===== src/rtl/dac_update_scheduler_pkg.sv =====
// Shared definitions for the DAC update scheduler.
// Holds the FSM state type, the DAC command prefix, default DAC I2C addresses,
// the channel count and a helper that builds the command byte for a channel.
package dac_ctrl_pkg;

  localparam int unsigned NUM_CH = 16;
  localparam int unsigned CH_W   = 4;

  // Command byte prefix; the low three bits carry the channel within one DAC.
  localparam logic [4:0] CMD_BASE = 5'b00001;

  localparam logic [6:0] DAC1_ADDR_DEF = 7'h2A;  // channels 0-7
  localparam logic [6:0] DAC2_ADDR_DEF = 7'h2B;  // channels 8-15

  typedef enum logic [1:0] {
    StIdle,
    StIssue,
    StWait,
    StLdac
  } state_e;

  function automatic logic [7:0] make_cmd(input logic [CH_W-1:0] ch);
    return {CMD_BASE, ch[2:0]};
  endfunction

endpackage


===== src/rtl/dac_update_scheduler_if.sv =====
// Request/completion bus between the DAC update scheduler and the byte-level
// I2C master.
//   req   : transaction request (scheduler -> master)
//   addr  : 7-bit DAC address
//   cmd   : command byte
//   data  : 16-bit left-justified DAC word
//   ready : master can accept a request
//   done  : single-cycle pulse at transaction end
//   nack  : qualifies done; 1 = NACK received
interface dac_update_scheduler_if;
  logic        req;
  logic [6:0]  addr;
  logic [7:0]  cmd;
  logic [15:0] data;
  logic        ready;
  logic        done;
  logic        nack;

  modport master (
    output req,
    output addr,
    output cmd,
    output data,
    input  ready,
    input  done,
    input  nack
  );

  modport slave (
    input  req,
    input  addr,
    input  cmd,
    input  data,
    output ready,
    output done,
    output nack
  );
endinterface


===== src/rtl/dac_update_scheduler_rr_picker.sv =====
// Combinational round-robin priority encoder.
// Searches the dirty vector starting one past last_ch_i (wrapping) and grants
// the first set bit.
//   dirty_i       : per-channel pending-update flags
//   last_ch_i     : most recently serviced channel
//   grant_valid_o : at least one channel is dirty
//   grant_ch_o    : selected channel
module rr_picker
  import dac_ctrl_pkg::*;
(
  input  logic [NUM_CH-1:0] dirty_i,
  input  logic [CH_W-1:0]   last_ch_i,
  output logic              grant_valid_o,
  output logic [CH_W-1:0]   grant_ch_o
);

  logic [CH_W-1:0] idx;

  always_comb begin
    grant_valid_o = 1'b0;
    grant_ch_o    = '0;
    idx           = '0;
    // Offsets 1..NUM_CH; the last offset wraps back onto last_ch itself.
    for (int unsigned i = 1; i <= NUM_CH; i++) begin
      idx = last_ch_i + CH_W'(i);
      if (!grant_valid_o && dirty_i[idx]) begin
        grant_valid_o = 1'b1;
        grant_ch_o    = idx;
      end
    end
  end

endmodule


===== src/rtl/dac_update_scheduler.sv =====
// DAC update scheduler for two 8-channel I2C DACs (16 channels).
// Keeps a shadow code and dirty flag per channel, flushes dirty channels
// round-robin as I2C write requests with bounded NACK retry, then issues one
// LDAC pulse per (merged) commit so all outputs update together.
//   clk, reset   : clock, asynchronous active-high reset
//   wr_en_i      : host shadow write strobe; wr_ch_i / wr_data_i select/code
//   commit_i     : request an LDAC pulse after pending updates are flushed
//   err_clr_i    : clear error_o and err_ch_o
//   i2c          : request/completion bus to the I2C master
//   ldac_n_o     : active-low LDAC to both DACs
//   busy_o       : FSM not idle
//   error_o      : sticky retry-exhausted flag; err_ch_o = offending channel
module dac_update_scheduler
  import dac_ctrl_pkg::*;
#(
  parameter int unsigned DATA_W     = 12,
  parameter int unsigned MAX_RETRY  = 3,
  parameter int unsigned LDAC_PULSE = 4,
  parameter logic [6:0]  DAC1_ADDR  = DAC1_ADDR_DEF,
  parameter logic [6:0]  DAC2_ADDR  = DAC2_ADDR_DEF
) (
  input  logic                  clk,
  input  logic                  reset,
  input  logic                  wr_en_i,
  input  logic [CH_W-1:0]       wr_ch_i,
  input  logic [DATA_W-1:0]     wr_data_i,
  input  logic                  commit_i,
  input  logic                  err_clr_i,
  dac_update_scheduler_if.master i2c,
  output logic                  ldac_n_o,
  output logic                  busy_o,
  output logic                  error_o,
  output logic [CH_W-1:0]       err_ch_o
);

  localparam int unsigned RetryW = (MAX_RETRY > 0) ? $clog2(MAX_RETRY + 1) : 1;
  localparam int unsigned LdacW  = (LDAC_PULSE > 1) ? $clog2(LDAC_PULSE) : 1;
  localparam int unsigned Pad    = 16 - DATA_W;

  state_e              st_q, st_d;
  logic [DATA_W-1:0]   shadow_q [NUM_CH];
  logic [NUM_CH-1:0]   dirty_q, dirty_d;
  logic [CH_W-1:0]     last_ch_q, last_ch_d;
  logic [CH_W-1:0]     cur_ch_q, cur_ch_d;
  logic [RetryW-1:0]   retry_q, retry_d;
  logic [LdacW-1:0]    cnt_q, cnt_d;
  logic                commit_pend_q, commit_pend_d;
  logic                rewr_q, rewr_d;
  logic                req_q, req_d;
  logic [6:0]          addr_q, addr_d;
  logic [7:0]          cmd_q, cmd_d;
  logic [15:0]         data_q, data_d;
  logic                ldac_n_q, ldac_n_d;
  logic                busy_q, busy_d;
  logic                error_q, error_d;
  logic [CH_W-1:0]     err_ch_q, err_ch_d;

  logic                grant_valid;
  logic [CH_W-1:0]     grant_ch;
  logic                clr_dirty;
  logic                wr_hit;

  rr_picker u_picker (
    .dirty_i      (dirty_q),
    .last_ch_i    (last_ch_q),
    .grant_valid_o(grant_valid),
    .grant_ch_o   (grant_ch)
  );

  assign wr_hit = wr_en_i && (wr_ch_i == cur_ch_q);

  always_comb begin
    st_d          = st_q;
    cur_ch_d      = cur_ch_q;
    last_ch_d     = last_ch_q;
    retry_d       = retry_q;
    cnt_d         = cnt_q;
    rewr_d        = rewr_q;
    req_d         = req_q;
    addr_d        = addr_q;
    cmd_d         = cmd_q;
    data_d        = data_q;
    ldac_n_d      = ldac_n_q;
    error_d       = error_q;
    err_ch_d      = err_ch_q;
    commit_pend_d = commit_pend_q | commit_i;
    clr_dirty     = 1'b0;

    if (err_clr_i) begin
      error_d  = 1'b0;
      err_ch_d = '0;
    end

    unique case (st_q)
      StIdle: begin
        if (grant_valid) begin
          cur_ch_d = grant_ch;
          retry_d  = '0;
          // A write landing on the same edge as the sample makes it stale.
          rewr_d   = wr_en_i && (wr_ch_i == grant_ch);
          req_d    = 1'b1;
          addr_d   = grant_ch[3] ? DAC2_ADDR : DAC1_ADDR;
          cmd_d    = make_cmd(grant_ch);
          data_d   = 16'(shadow_q[grant_ch]) << Pad;
          st_d     = StIssue;
        end else if (commit_pend_q) begin
          // The pulse consumes the pending commit; later commits re-arm it.
          commit_pend_d = 1'b0;
          ldac_n_d      = 1'b0;
          cnt_d         = '0;
          st_d          = StLdac;
        end
      end
      StIssue: begin
        if (wr_hit) rewr_d = 1'b1;
        if (i2c.ready) begin
          req_d = 1'b0;
          st_d  = StWait;
        end
      end
      StWait: begin
        if (wr_hit) rewr_d = 1'b1;
        if (i2c.done) begin
          if (!i2c.nack) begin
            clr_dirty = !(rewr_q || wr_hit);
            last_ch_d = cur_ch_q;
            st_d      = StIdle;
          end else if (retry_q < RetryW'(MAX_RETRY)) begin
            retry_d = retry_q + RetryW'(1);
            req_d   = 1'b1;
            st_d    = StIssue;
          end else begin
            error_d   = 1'b1;
            err_ch_d  = cur_ch_q;
            clr_dirty = 1'b1;
            last_ch_d = cur_ch_q;
            st_d      = StIdle;
          end
        end
      end
      StLdac: begin
        if (cnt_q == LdacW'(LDAC_PULSE - 1)) begin
          ldac_n_d = 1'b1;
          st_d     = StIdle;
        end else begin
          cnt_d = cnt_q + LdacW'(1);
        end
      end
      default: st_d = StIdle;
    endcase

    busy_d = (st_d != StIdle);
  end

  // Host writes always win over a completion clear in the same cycle.
  always_comb begin
    dirty_d = dirty_q;
    if (clr_dirty) dirty_d[cur_ch_q] = 1'b0;
    if (wr_en_i)   dirty_d[wr_ch_i]  = 1'b1;
  end

  always_ff @(posedge clk or posedge reset) begin
    if (reset) begin
      for (int i = 0; i < NUM_CH; i++) shadow_q[i] <= '0;
    end else if (wr_en_i) begin
      shadow_q[wr_ch_i] <= wr_data_i;
    end
  end

  always_ff @(posedge clk or posedge reset) begin
    if (reset) begin
      st_q          <= StIdle;
      dirty_q       <= '0;
      last_ch_q     <= CH_W'(NUM_CH - 1);
      cur_ch_q      <= '0;
      retry_q       <= '0;
      cnt_q         <= '0;
      commit_pend_q <= 1'b0;
      rewr_q        <= 1'b0;
      req_q         <= 1'b0;
      addr_q        <= '0;
      cmd_q         <= '0;
      data_q        <= '0;
      ldac_n_q      <= 1'b1;
      busy_q        <= 1'b0;
      error_q       <= 1'b0;
      err_ch_q      <= '0;
    end else begin
      st_q          <= st_d;
      dirty_q       <= dirty_d;
      last_ch_q     <= last_ch_d;
      cur_ch_q      <= cur_ch_d;
      retry_q       <= retry_d;
      cnt_q         <= cnt_d;
      commit_pend_q <= commit_pend_d;
      rewr_q        <= rewr_d;
      req_q         <= req_d;
      addr_q        <= addr_d;
      cmd_q         <= cmd_d;
      data_q        <= data_d;
      ldac_n_q      <= ldac_n_d;
      busy_q        <= busy_d;
      error_q       <= error_d;
      err_ch_q      <= err_ch_d;
    end
  end

  assign i2c.req  = req_q;
  assign i2c.addr = addr_q;
  assign i2c.cmd  = cmd_q;
  assign i2c.data = data_q;
  assign ldac_n_o = ldac_n_q;
  assign busy_o   = busy_q;
  assign error_o  = error_q;
  assign err_ch_o = err_ch_q;

endmodule


===== src/flat_wrapper.sv =====
// flat-port wrapper written by rule: the top's interface ports become plain ports
module dac_update_scheduler_flat import dac_ctrl_pkg::*;
#(
  parameter int unsigned DATA_W     = 12,
  parameter int unsigned MAX_RETRY  = 3,
  parameter int unsigned LDAC_PULSE = 4,
  parameter logic [6:0]  DAC1_ADDR  = DAC1_ADDR_DEF,
  parameter logic [6:0]  DAC2_ADDR  = DAC2_ADDR_DEF
)
  (clk, reset, wr_en_i, wr_ch_i, wr_data_i, commit_i, err_clr_i, ldac_n_o, busy_o, error_o, err_ch_o, i2c_req, i2c_addr, i2c_cmd, i2c_data, i2c_ready, i2c_done, i2c_nack);
  dac_update_scheduler_if i2c_i ();
  input  logic clk;
  input  logic reset;
  input  logic wr_en_i;
  input  logic [CH_W-1:0] wr_ch_i;
  input  logic [DATA_W-1:0] wr_data_i;
  input  logic commit_i;
  input  logic err_clr_i;
  output logic ldac_n_o;
  output logic busy_o;
  output logic error_o;
  output logic [CH_W-1:0] err_ch_o;
  output wire logic [$bits(i2c_i.req)-1:0] i2c_req;
  output wire logic [$bits(i2c_i.addr)-1:0] i2c_addr;
  output wire logic [$bits(i2c_i.cmd)-1:0] i2c_cmd;
  output wire logic [$bits(i2c_i.data)-1:0] i2c_data;
  input wire logic [$bits(i2c_i.ready)-1:0] i2c_ready;
  input wire logic [$bits(i2c_i.done)-1:0] i2c_done;
  input wire logic [$bits(i2c_i.nack)-1:0] i2c_nack;
  assign i2c_req = i2c_i.req;
  assign i2c_addr = i2c_i.addr;
  assign i2c_cmd = i2c_i.cmd;
  assign i2c_data = i2c_i.data;
  assign i2c_i.ready = i2c_ready;
  assign i2c_i.done = i2c_done;
  assign i2c_i.nack = i2c_nack;
  dac_update_scheduler #(.DATA_W(DATA_W), .MAX_RETRY(MAX_RETRY), .LDAC_PULSE(LDAC_PULSE), .DAC1_ADDR(DAC1_ADDR), .DAC2_ADDR(DAC2_ADDR)) u_core (.clk(clk), .reset(reset), .wr_en_i(wr_en_i), .wr_ch_i(wr_ch_i), .wr_data_i(wr_data_i), .commit_i(commit_i), .err_clr_i(err_clr_i), .i2c(i2c_i), .ldac_n_o(ldac_n_o), .busy_o(busy_o), .error_o(error_o), .err_ch_o(err_ch_o));
endmodule

===== config.mk =====
export PLATFORM = sky130hd
export DESIGN_NAME = dac_update_scheduler_flat
export DESIGN_NICKNAME = d
export VERILOG_FILES = /design/src/rtl/dac_update_scheduler_pkg.sv /design/src/rtl/dac_update_scheduler_if.sv /design/src/rtl/dac_update_scheduler_rr_picker.sv /design/src/rtl/dac_update_scheduler.sv /design/src/flat_wrapper.sv
export SDC_FILE = /design/constraint.sdc
export NUM_CORES = 1
export LEC_CHECK = 0
export BUFFER_PORTS_ARGS = -buffer_cell sky130_fd_sc_hd__buf_2
export CAP_MARGIN = 0
export CORE_MARGIN = 2
export CORE_UTILIZATION = 50
export DETAILED_ROUTE_END_ITERATION = 16
export HOLD_SLACK_MARGIN = 0.08
export PLACE_DENSITY = 0.75
export SKIP_LAST_GASP = 1
export SYNTH_ARGS = -nofsm -noshare
export SYNTH_HDL_FRONTEND = slang
export SYNTH_SLANG_ARGS = --single-unit

===== constraint.sdc =====
create_clock -name clk -period 15 [get_ports clk]
set_input_delay 1.5 -clock clk [delete_from_list [all_inputs] [get_ports clk]]
set_output_delay 1.5 -clock clk [all_outputs]
set_load 0.005 [all_outputs]

After elaboration in Yosys (flattened, before gate mapping)
Cells that the tools add are included.

Input bits: 24. Word-level logic and storage cells: 273. Bits in registers: 255.

Add/sub/neg operators: 17. Bitwise gates (word level): 6. Muxes and demuxes: 126. Reduce and logical (&&, ||, !) cells: 51. Equal/unequal tests: 17. Magnitude comparators: 24.

Operators by type and width (number): bitwise mux 192 bit (1); 2-to-1 mux 4 bit (23); less-than comparator 4 x 5 -> 1 bit (second input constant) (18); binary-select mux 1 bit (select 4 bit) (16); 2-to-1 mux 1 bit (58); binary-select mux 12 bit (select 4 bit) (1); demux 12 bit (select 4 bit) (1); 2-to-1 mux 12 bit (3); adder 4 bit (second input constant) (8); 2-to-1 mux 16 bit (2); 2-to-1 mux 2 bit (13); logical AND 1 bit (20); adder 4 x 3 -> 4 bit (second input constant) (4); bitwise AND 16 bit (1); zero test 1 bit (16); NOT 16 bit (1); OR 16 bit (1); inequality test 2 bit (second input constant) (6); >= comparator 5 bit (second input constant) (2); inequality test 2 x 1 -> 1 bit (second input constant) (5); NOT 4 -> 5 bit (2); adder 4 x 2 -> 4 bit (second input constant) (2); demux 1 bit (select 4 bit) (2); equality test 4 bit (2); other kinds (22) (33).

Longest topological paths before layout
Gate-level depths: netlist (run 1).

Depth in word-level cells: 53. Mapped depth: 24. Gate-level depth less buffers: 15.

Hierarchy
From an unflattened synthesis (run 1), not the netlist that was laid out.

Cells, all modules: 1223. Area, all modules: 14053.5 um^2.

By module, submodules not included: dac_update_scheduler (area an instance 11522.3 um^2, sequential area each 6137.1 um^2, cells an instance 929, instances 1); rr_picker (area an instance 2531.2 um^2, sequential area each 0.0 um^2, cells an instance 294, instances 1).

Worst setup path after synthesis (run 1)
No wires, ideal clock.

Kind: register to register. From: reg u_core.last_ch_q[1]. To: reg u_core.data_q[10], in the netlist u_core.i2c.data[10]. Stages on the path, launching flop included: 22. Clock period less this slack: 5.783 ns. Arrival time: 5.653 ns. Setup time: 0.131 ns. Slack: 9.217 ns. Cell sequence: dfstp_2 -> buf_2 -> clkbuf_1 -> clkbuf_1 -> inv_1 -> ha_1 -> buf_2 -> buf_6 -> mux2_1 -> mux4_2 -> mux2i_4 -> nand2_2 -> or4_4 -> or4_4 -> o21a_1 -> a211oi_4 -> nand2b_1 -> buf_4 -> buf_6 -> a211o_1 -> nand4b_1 -> o211ai_1.

Word-level cells in the longest chain between the ends: 53. Elaborated cells between the ends (all ways): 114.

RTL lines: start: declaration (RTL line dac_update_scheduler.sv:43) `logic [CH_W-1:0] last_ch_q, last_ch_d;`; start signal: assignment (RTL line dac_update_scheduler.sv:174) `last_ch_q <= CH_W'(NUM_CH - 1);`; start signal: assignment (RTL line dac_update_scheduler.sv:191) `last_ch_q <= last_ch_d;`; adder 4 x 1 -> 4 bit (RTL line dac_update_scheduler_rr_picker.sv:25) `idx = last_ch_i + CH_W'(i);`; binary-select mux 1 bit (select 4 bit) (RTL line dac_update_scheduler_rr_picker.sv:26) `if (!grant_valid_o && dirty_i[idx]) begin`; 2-to-1 mux 1 bit (not written as such) (RTL line dac_update_scheduler_rr_picker.sv:26); 2-to-1 mux 1 bit (RTL line dac_update_scheduler_rr_picker.sv:26); zero test 1 bit (RTL line dac_update_scheduler_rr_picker.sv:26); logical AND 1 bit (RTL line dac_update_scheduler_rr_picker.sv:26); 2-to-1 mux 1 bit (RTL line dac_update_scheduler_rr_picker.sv:26); zero test 1 bit (RTL line dac_update_scheduler_rr_picker.sv:26); [... 36 more ...]; logical AND 1 bit (RTL line dac_update_scheduler_rr_picker.sv:26); 2-to-1 mux 1 bit (RTL line dac_update_scheduler_rr_picker.sv:26); zero test 1 bit (RTL line dac_update_scheduler_rr_picker.sv:26); logical AND 1 bit (RTL line dac_update_scheduler_rr_picker.sv:26); 2-to-1 mux 4 bit (RTL line dac_update_scheduler_rr_picker.sv:26); NOT 4 -> 5 bit (not written as such) (RTL line dac_update_scheduler.sv:104) `data_d = 16'(shadow_q[grant_ch]) << Pad;`; binary-select mux 12 bit (select 4 bit) (RTL line dac_update_scheduler.sv:104); 2-to-1 mux 12 bit (not written as such) (2 in a row) (RTL line dac_update_scheduler.sv:104); end signal: assignment (RTL line dac_update_scheduler.sv:200) `data_q <= data_d;`; end: declaration (RTL line dac_update_scheduler.sv:52) `logic [15:0] data_q, data_d;`.

Parallel ways exist; a longest one is shown, timed or not. The select of a mux whose other input is x is not followed. A chain may end at the register's enable or synchronous reset.

Worst setup path after layout (run 1)
Same ends and word-level chain as after synthesis.

==> results of run 1 <==
[cell usage after synthesis (all sizes together), types with 4 or more instances]
| library cell | count |
|---|---|
| nand2b | 15 |
| ha | 14 |
| a211o | 12 |
| a32o | 11 |
| o21a | 4 |
| nand2 | 139 |
| a21o | 5 |
| a211oi | 8 |
| nand3 | 34 |
| nand3b | 5 |
| o21ai | 53 |
| o211ai | 17 |
| mux2i | 89 |
| o22ai | 8 |
| xnor2 | 14 |
| xor2 | 4 |
| nor3 | 15 |
| nor2b | 9 |
| and2 | 16 |
| o311ai | 4 |
| buf | 52 |
| a32oi | 5 |
| inv | 15 |
| clkbuf | 50 |
| nand4b | 11 |
| or3 | 4 |
| nor4 | 6 |
| mux4 | 17 |
| nor2 | 47 |
| a22oi | 15 |
| dfrtp | 240 |
| a21oi | 37 |
| or2 | 4 |
| dfstp | 5 |
| mux2 | 222 |
[placed cells by master (no fill, tap or decap), drive strengths merged, types with 9 or more instances in the layout]
cell type	instances
dfrtp	240
a22oi	15
conb	11
mux4	17
o21ai	53
buf	67
o211ai	17
mux2i	89
and2	16
xnor2	14
a32o	11
a211o	12
ha	14
clkbuf	33
nand3	34
nand2	139
nand4b	11
nor2	47
nor3	15
inv	16
a21oi	37
nand2b	15
nor2b	9
mux2	222
[flip-flops by register name, indices dropped and copies added (netlist names), 2 cells and up]
| name | cells |
|---|---|
| u_core.st_q | 2 |
| u_core.retry_q | 2 |
| u_core.dirty_q | 16 |
| u_core.shadow_q | 192 |
| u_core.last_ch_q | 4 |
| u_core.i2c.addr | 2 |
| u_core.cnt_q | 2 |
| u_core.err_ch_o | 4 |
| u_core.i2c.data | 12 |
| u_core.cur_ch_q | 3 |
[where the power goes]
part	total, mW	switching, mW	internal, mW
sequential	0.983	0.150	0.833
clock	0.586	0.256	0.330
combinational	2.12	1.24	0.886
[layer usage]
layer  routed length (um)  GRT usage  share of wire  vias to the layer above
met5                    0          0              0                        -
met4                 1187    0.08696          0.034                        0
met3                 2299    0.03825          0.066                       79
met2                15870     0.3810           0.46                      402
met1                15480     0.3406           0.44                     4984
li1                     -          -              -                     4489
[kinds of logic (layout without fill, tap and decap cells)]
| family | count (synthesis) | after routing |
|---|---|---|
| buf+inv | 119 | 124 |
| flops | 245 | 245 |
| other cells | 1 | 11 |
| mux | 328 | 328 |
| fa+ha+maj | 14 | 14 |
| xor+xnor | 18 | 18 |
| simple gates | 315 | 315 |
| compound gates | 205 | 205 |
[worst max-delay path, cell delays in order, from the launching register on]
cell,delay (ns)
dfstp_2,0.99
inv_1,0.24
ha_1,0.52
buf_4,0.40
mux2_2,0.39
mux4_2,0.54
mux2i_4,0.25
nand2_2,0.14
or4_4,0.58
or4_4,0.57
nor2_1,0.13
nor2_1,0.09
a21oi_4,0.90
buf_4,0.89
mux2i_1,0.18
a22oi_1,0.26
nand4b_1,0.14
o211ai_1,0.12
[final timing paths]
kind / end / slack (ns)
worst min-delay path: u_core.error_o / 0.48
min in group asynchronous: u_core.shadow_q[70] / 1.11
worst min register to register: u_core.error_o / 0.48
max in group asynchronous: u_core.shadow_q[1] / 11.73
worst max-delay path: u_core.i2c.data[10] / 7.53
worst max register to register: u_core.i2c.data[10] / 7.53
[final cells by class]
type | count | area [sq um] | share of cell area
Clock buffer | 33 | 673.1 | 0.04535
Clock inverter | 7 | 75.07 | 0.005058
Inverter | 17 | 71.32 | 0.004805
Multi-Input combinational cell | 891 | 7084 | 0.4773
Sequential cell | 245 | 6137 | 0.4135
Tap cell | 341 | 426.7 | 0.02874
Timing Repair Buffer | 67 | 375.4 | 0.02529
==> flow_metrics.py, run 1 <==
metrics = {
    "outcome": {
        "outcome": "finished, final reports clean",
    },
    "clock_network": {
        "cts_num_sinks": 245,
        "clk_latency_ns": 0.54,
        "root_buffer": "clkbuf_16",
        "cts_max_level": 1,
        "cts_tree": "yes",
        "clk_pin_slew_ns": 0.06,
        "post_cts.repair.setup_buffers": 0,
        "postCtsHoldBufs": 0,
        "cts_buffers": 23,
        "cts_resized": 0,
        "cts.path.max_buffers": 3,
    },
    "floorplanning": {
        "core-area_sq_um": 26950,
        "die_y_um": 169.8,
        "io_pins": 63,
        "start_util": 0.5097,
        "placementRows": 60,
        "die_area_sq_um": 28820,
        "dieWidth_um": 169.8,
    },
    "synth": {
        "synth_top_area_frac": 0.4372,
        "avgSynthCellArea_sq_um": 11.03,
        "synth_warnings": 0,
        "ys_ff_latch": 245,
        "async_flop_share": 1.000,
        "synth.distinct_cells": 70,
        "netlist_area_sq_um": 13740,
        "synthTopCellsByArea": "dfrtp_1 44%, mux2_2 18%, mux2i_1 6.4%, nand2_1 3.8%, mux4_2 2.8%",
        "synth_mux_area_frac": 0.2756,
        "synth_xor_area_frac": 0.01148,
        "postSynthCellCount": 1245,
        "synth_top_family_by_area": "multiplexers",
        "ys.flop_type": "dfrtp_1",
        "yosys.area_share.simple": 0.1092,
        "yosysSeqAreaShare": 0.4468,
        "synth_compound_area_frac": 0.1016,
        "synth_edf_count": 0,
        "synth_top_cell_by_area": "dfrtp_1",
        "synthAdderAreaFrac": 0.01275,
    },
    "min_path": {
        "holdPathStages": 1,
        "min-delay-start": "u_core.error_o",
        "hold_class": "reg -> reg",
    },
    "placed_design": {
        "dpl_cell_area_sq_um": 14090,
        "dp_cells": 1561,
        "io_buffers": 51,
        "finalWeightedCongestion": 0.8996,
        "dp_hpwl_mm": 22.04,
        "place_ws_ns": 7.561,
    },
    "detailed_routing": {
        "totalWireLength_mm": 34.83,
        "num_vias": 9954,
        "viasPerCell": 6.217,
        "drt_pass1_iterations": 5,
        "ant_nets": 0,
        "drt-initial-drc-count": 839,
        "wl_per_cell_um": 21.76,
        "route.detailed.drc": 0,
    },
    "finish": {
        "drive_gt1_frac": 0.2881,
        "final_cell_area_sq_um": 14840,
        "syn2layout_area_growth_pct": 8.052,
        "nets": 1283,
        "fillerInstances": 2260,
        "num_antenna_cells": 0,
        "fin_util": 0.5507,
        "finalNonFillerCells": 1601,
    },
    "timing": {
        "setup_violations": 0,
        "layout_min_cycle_time_ns": 7.473,
        "finalCritPeriodShare": 0.4982,
        "whs_ns": 0.4754,
        "max_freq_mhz": 133.8,
        "hold_viol": 0,
        "finClkSkew_ns": 0.02329,
        "maxSlewHeadroom": 0.2353,
        "worst_pin_slew_ns": 1.145,
        "tns_ns": 0,
        "finalWorstSetupSlack_ns": 7.527,
        "rsz0062_at_grt": "no",
        "finalMaxSlewViolations": 0,
    },
    "power_and_ir_drop": {
        "power_density_nw_per_um2": 248.9,
        "power.total_mw": 3.694,
        "ir_drop_v": 0.0001978,
        "leakage_nw": 6.198,
    },
    "critical_path": {
        "critPathKind": "reg -> reg",
        "crit_start": "u_core.last_ch_q[1]",
        "cp_data_required_time_ns": 15.44,
        "critPathArrivalTime_ns": 7.91,
        "worstPathMaxFanout": 66,
        "cp-end-kind": "register",
        "timing.rr.start": "u_core.last_ch_q[1]",
        "reg2reg_depth": 17,
        "critPathLaunchType": "register",
    },
    "grt": {
        "grt_pass1_vias": 9864,
        "grt_overflow": 0,
        "antenna_found_initial": 0,
        "grt_usage": 0.2420,
        "grt_pass1_wl_mm": 54.98,
        "grt_max_degree": 120,
    },
    "flow_run": {
        "cap_viol_max_count": 0,
    },
}
No activity file was read; power rests on OpenSTA's default activity.
==> run 2: changes to the inputs <==
--- a/config.mk
+++ b/config.mk
@@ -5,13 +5,14 @@
 export SDC_FILE = /design/constraint.sdc
 export NUM_CORES = 1
 export LEC_CHECK = 0
+export ABC_AREA = 1
 export BUFFER_PORTS_ARGS = -buffer_cell sky130_fd_sc_hd__buf_2
 export CAP_MARGIN = 0
 export CORE_MARGIN = 2
 export CORE_UTILIZATION = 50
 export DETAILED_ROUTE_END_ITERATION = 16
 export HOLD_SLACK_MARGIN = 0.08
-export PLACE_DENSITY = 0.75
+export PLACE_DENSITY = 0.78
 export SKIP_LAST_GASP = 1
 export SYNTH_ARGS = -nofsm -noshare
 export SYNTH_HDL_FRONTEND = slang
==> constraint.sdc (replaced) <==
create_clock -name clk -period 6 [get_ports clk]
set_input_delay 0.6 -clock clk [delete_from_list [all_inputs] [get_ports clk]]
set_output_delay 0.6 -clock clk [all_outputs]
set_load 0.005 [all_outputs]
==> flow_metrics.py, run 2 <==
metrics = {
    "synth": {
        "synth.distinct_cells": 43,
        "yosysMostFrequentCell": "nand2_1",
        "postSynthCellCount": 1736,
        "synth_top_area_frac": 0.4611,
        "synth_top_cell_by_area": "dfrtp_1",
        "synthTopCellsByCount": "531 x nand2_1, 350 x nand3_1, 240 x dfrtp_1",
        "avgSynthCellArea_sq_um": 7.503,
        "synthTopCellsByArea": "dfrtp_1 46%, nand2_1 15%, nand3_1 13%, o21ai_0 8.0%, inv_1 2.5%",
        "netlist_area_sq_um": 13020,
        "ys.flop_type": "dfrtp_1",
        "async_flop_share": 1.000,
        "yosysSeqAreaShare": 0.4712,
        "ys_ff_latch": 245,
        "synth_edf_count": 0,
        "synth_warnings": 0,
    },
    "timing": {
        "rsz0062_at_grt": "no",
        "tns_ns": 0,
        "finalMaxSlewViolations": 0,
        "finClkSkew_ns": 0.01934,
        "max_freq_mhz": 190.7,
        "hold_viol": 0,
        "layout_min_cycle_time_ns": 5.244,
        "maxSlewHeadroom": 0.1015,
        "setup_violations": 0,
        "worst_pin_slew_ns": 1.346,
        "finalCritPeriodShare": 0.8740,
    },
    "floorplanning": {
        "core-area_sq_um": 25840,
        "start_util": 0.5041,
        "dieWidth_um": 165.4,
        "io_pins": 63,
        "placementRows": 59,
        "die_y_um": 165.4,
        "die_area_sq_um": 27360,
    },
    "detailed_routing": {
        "routed-wl-met2_mm": 18.56,
        "ant_nets": 0,
        "drt_pass1_iterations": 6,
        "top_layer": "met4",
        "wl_per_cell_um": 18.81,
        "drt-met1-wl_mm": 15.71,
        "num_vias": 12350,
        "drt-initial-drc-count": 1361,
        "totalWireLength_mm": 39.30,
        "viasPerCell": 5.910,
        "met3_wirelength_mm": 3.174,
        "route.detailed.drc": 0,
    },
    "critical_path": {
        "worstPathMaxFanout": 50,
        "critPathLaunchType": "register",
        "cp-end-kind": "register",
        "crit_buf_inv": 4,
        "critPathKind": "reg -> reg",
        "critical_path.top_delay_family": "simple AND/OR/NAND/NOR gates",
        "critical_path.max_stage_delay_ns": 0.76,
        "cp_data_required_time_ns": 6.43,
        "slowest_stage": "dfstp_2",
        "cpMostUsedCell": "nand3_1",
        "critPathArrivalTime_ns": 5.67,
    },
    "clock_network": {
        "cts_num_sinks": 245,
        "cts_resized": 0,
        "clk_pin_slew_ns": 0.06,
        "cts_max_level": 1,
        "cts_tree": "yes",
        "cts_buffers": 26,
        "cts.path.max_buffers": 3,
        "postCtsHoldBufs": 0,
        "clk_latency_ns": 0.55,
        "root_buffer": "clkbuf_16",
        "post_cts.repair.setup_buffers": 0,
    },
    "finish": {
        "syn2layout_area_growth_pct": 10.08,
        "layout_commonest_cell": "nand2_1",
        "largest_register": "u_core.shadow_q",
        "mostFrequentLayoutCells": "531 x nand2_1, 350 x nand3_1, 240 x dfrtp_1, 208 x o21ai_0, 86 x inv_1",
        "num_antenna_cells": 0,
        "drive_gt1_frac": 0.08609,
        "largest_reg_flops": 192,
        "nets": 1772,
    },
    "min_path": {
        "hold_class": "in -> async",
    },
    "grt": {
        "grt_overflow": 0,
        "grt_pass1_vias": 11380,
        "antenna_found_initial": 0,
        "grt_pass1_wl_mm": 61.98,
        "grt_max_degree": 191,
        "grt_usage": 0.2912,
    },
    "flow_run": {
        "cap_viol_max_count": 0,
    },
    "placed_design": {
        "io_buffers": 51,
        "dp_hpwl_mm": 25.34,
        "finalWeightedCongestion": 0.9894,
    },
    "outcome": {
        "outcome": "finished, final reports clean",
    },
}
[run 2: path summary, 6_finish.rpt]
check | from | endpoint | slack, ns | cells past startpoint
worst min-delay path | reset | u_core.shadow_q[155] | 0.28 | 3
worst min register to register | u_core.error_o | u_core.error_o | 0.48 | 2
worst max-delay path | u_core.last_ch_q[1] | u_core.i2c.data[7] | 0.76 | 25
max in group asynchronous | reset | u_core.shadow_q[171] | 4.80 | 3
min in group clk | commit_i | u_core.commit_pend_q | 0.29 | 3
worst max register to register | u_core.last_ch_q[1] | u_core.i2c.data[7] | 0.76 | 25
[run 2: layout make-up]
class,count,area [sq um]
Fill cell,2416,11500
Sequential cell,245,6137
Multi-Input combinational cell,1292,6017
Clock buffer,40,783.3
Timing Repair Buffer,74,503.0
Tap cell,335,419.2
Inverter,95,362.8
Clock inverter,8,115.1
[run 2: logic make-up (layout without fill, tap and decap cells)]
logic type / after synthesis / in the layout / share of synthesized area
adder cells (fa/ha/maj): 14 / 14 / 0.01345
AO/OA/AOI/OAI: 266 / 266 / 0.1060
buffers and inverters: 209 / 217 / 0.07051
other: 1 / 11 / 0.0002879
flip-flops: 245 / 245 / 0.4712
AND/OR/NAND/NOR: 992 / 992 / 0.3320
XOR/XNOR: 9 / 9 / 0.006629
[run 2: per-layer routing]
layer / up-vias / track usage
met5: - / 0
met4: 0 / 0.1340
met3: 109 / 0.04496
met2: 574 / 0.4708
met1: 5946 / 0.3881
li1: 5718 / -
[run 2: tightest hold or removal path, cell delays in order]
cell and delay [ns]:
buf_2 0.11, clkinvlp_4 0.08, buf_12 0.56
[run 2: per-stage QoR]
step                        util  area, sq um  cells  hold slack (ns)  worst slack, ns
final                     0.5549        14340   2089           0.2793           0.7560
after global routing      0.5549        14340   2089           0.3130           0.3818
after CTS                 0.5549        14340   2089           0.2957           0.8503
after detailed placement  0.5201        13440   2041           0.4698           0.8564
after global placement    0.5201        13440   2041           0.4653           0.8796
after floorplan                -        13070   1746           0.4529            2.006
Power of run 2 is not shown: default switching activity piles up to over one toggle a cycle in this logic, so the estimate is an artifact.
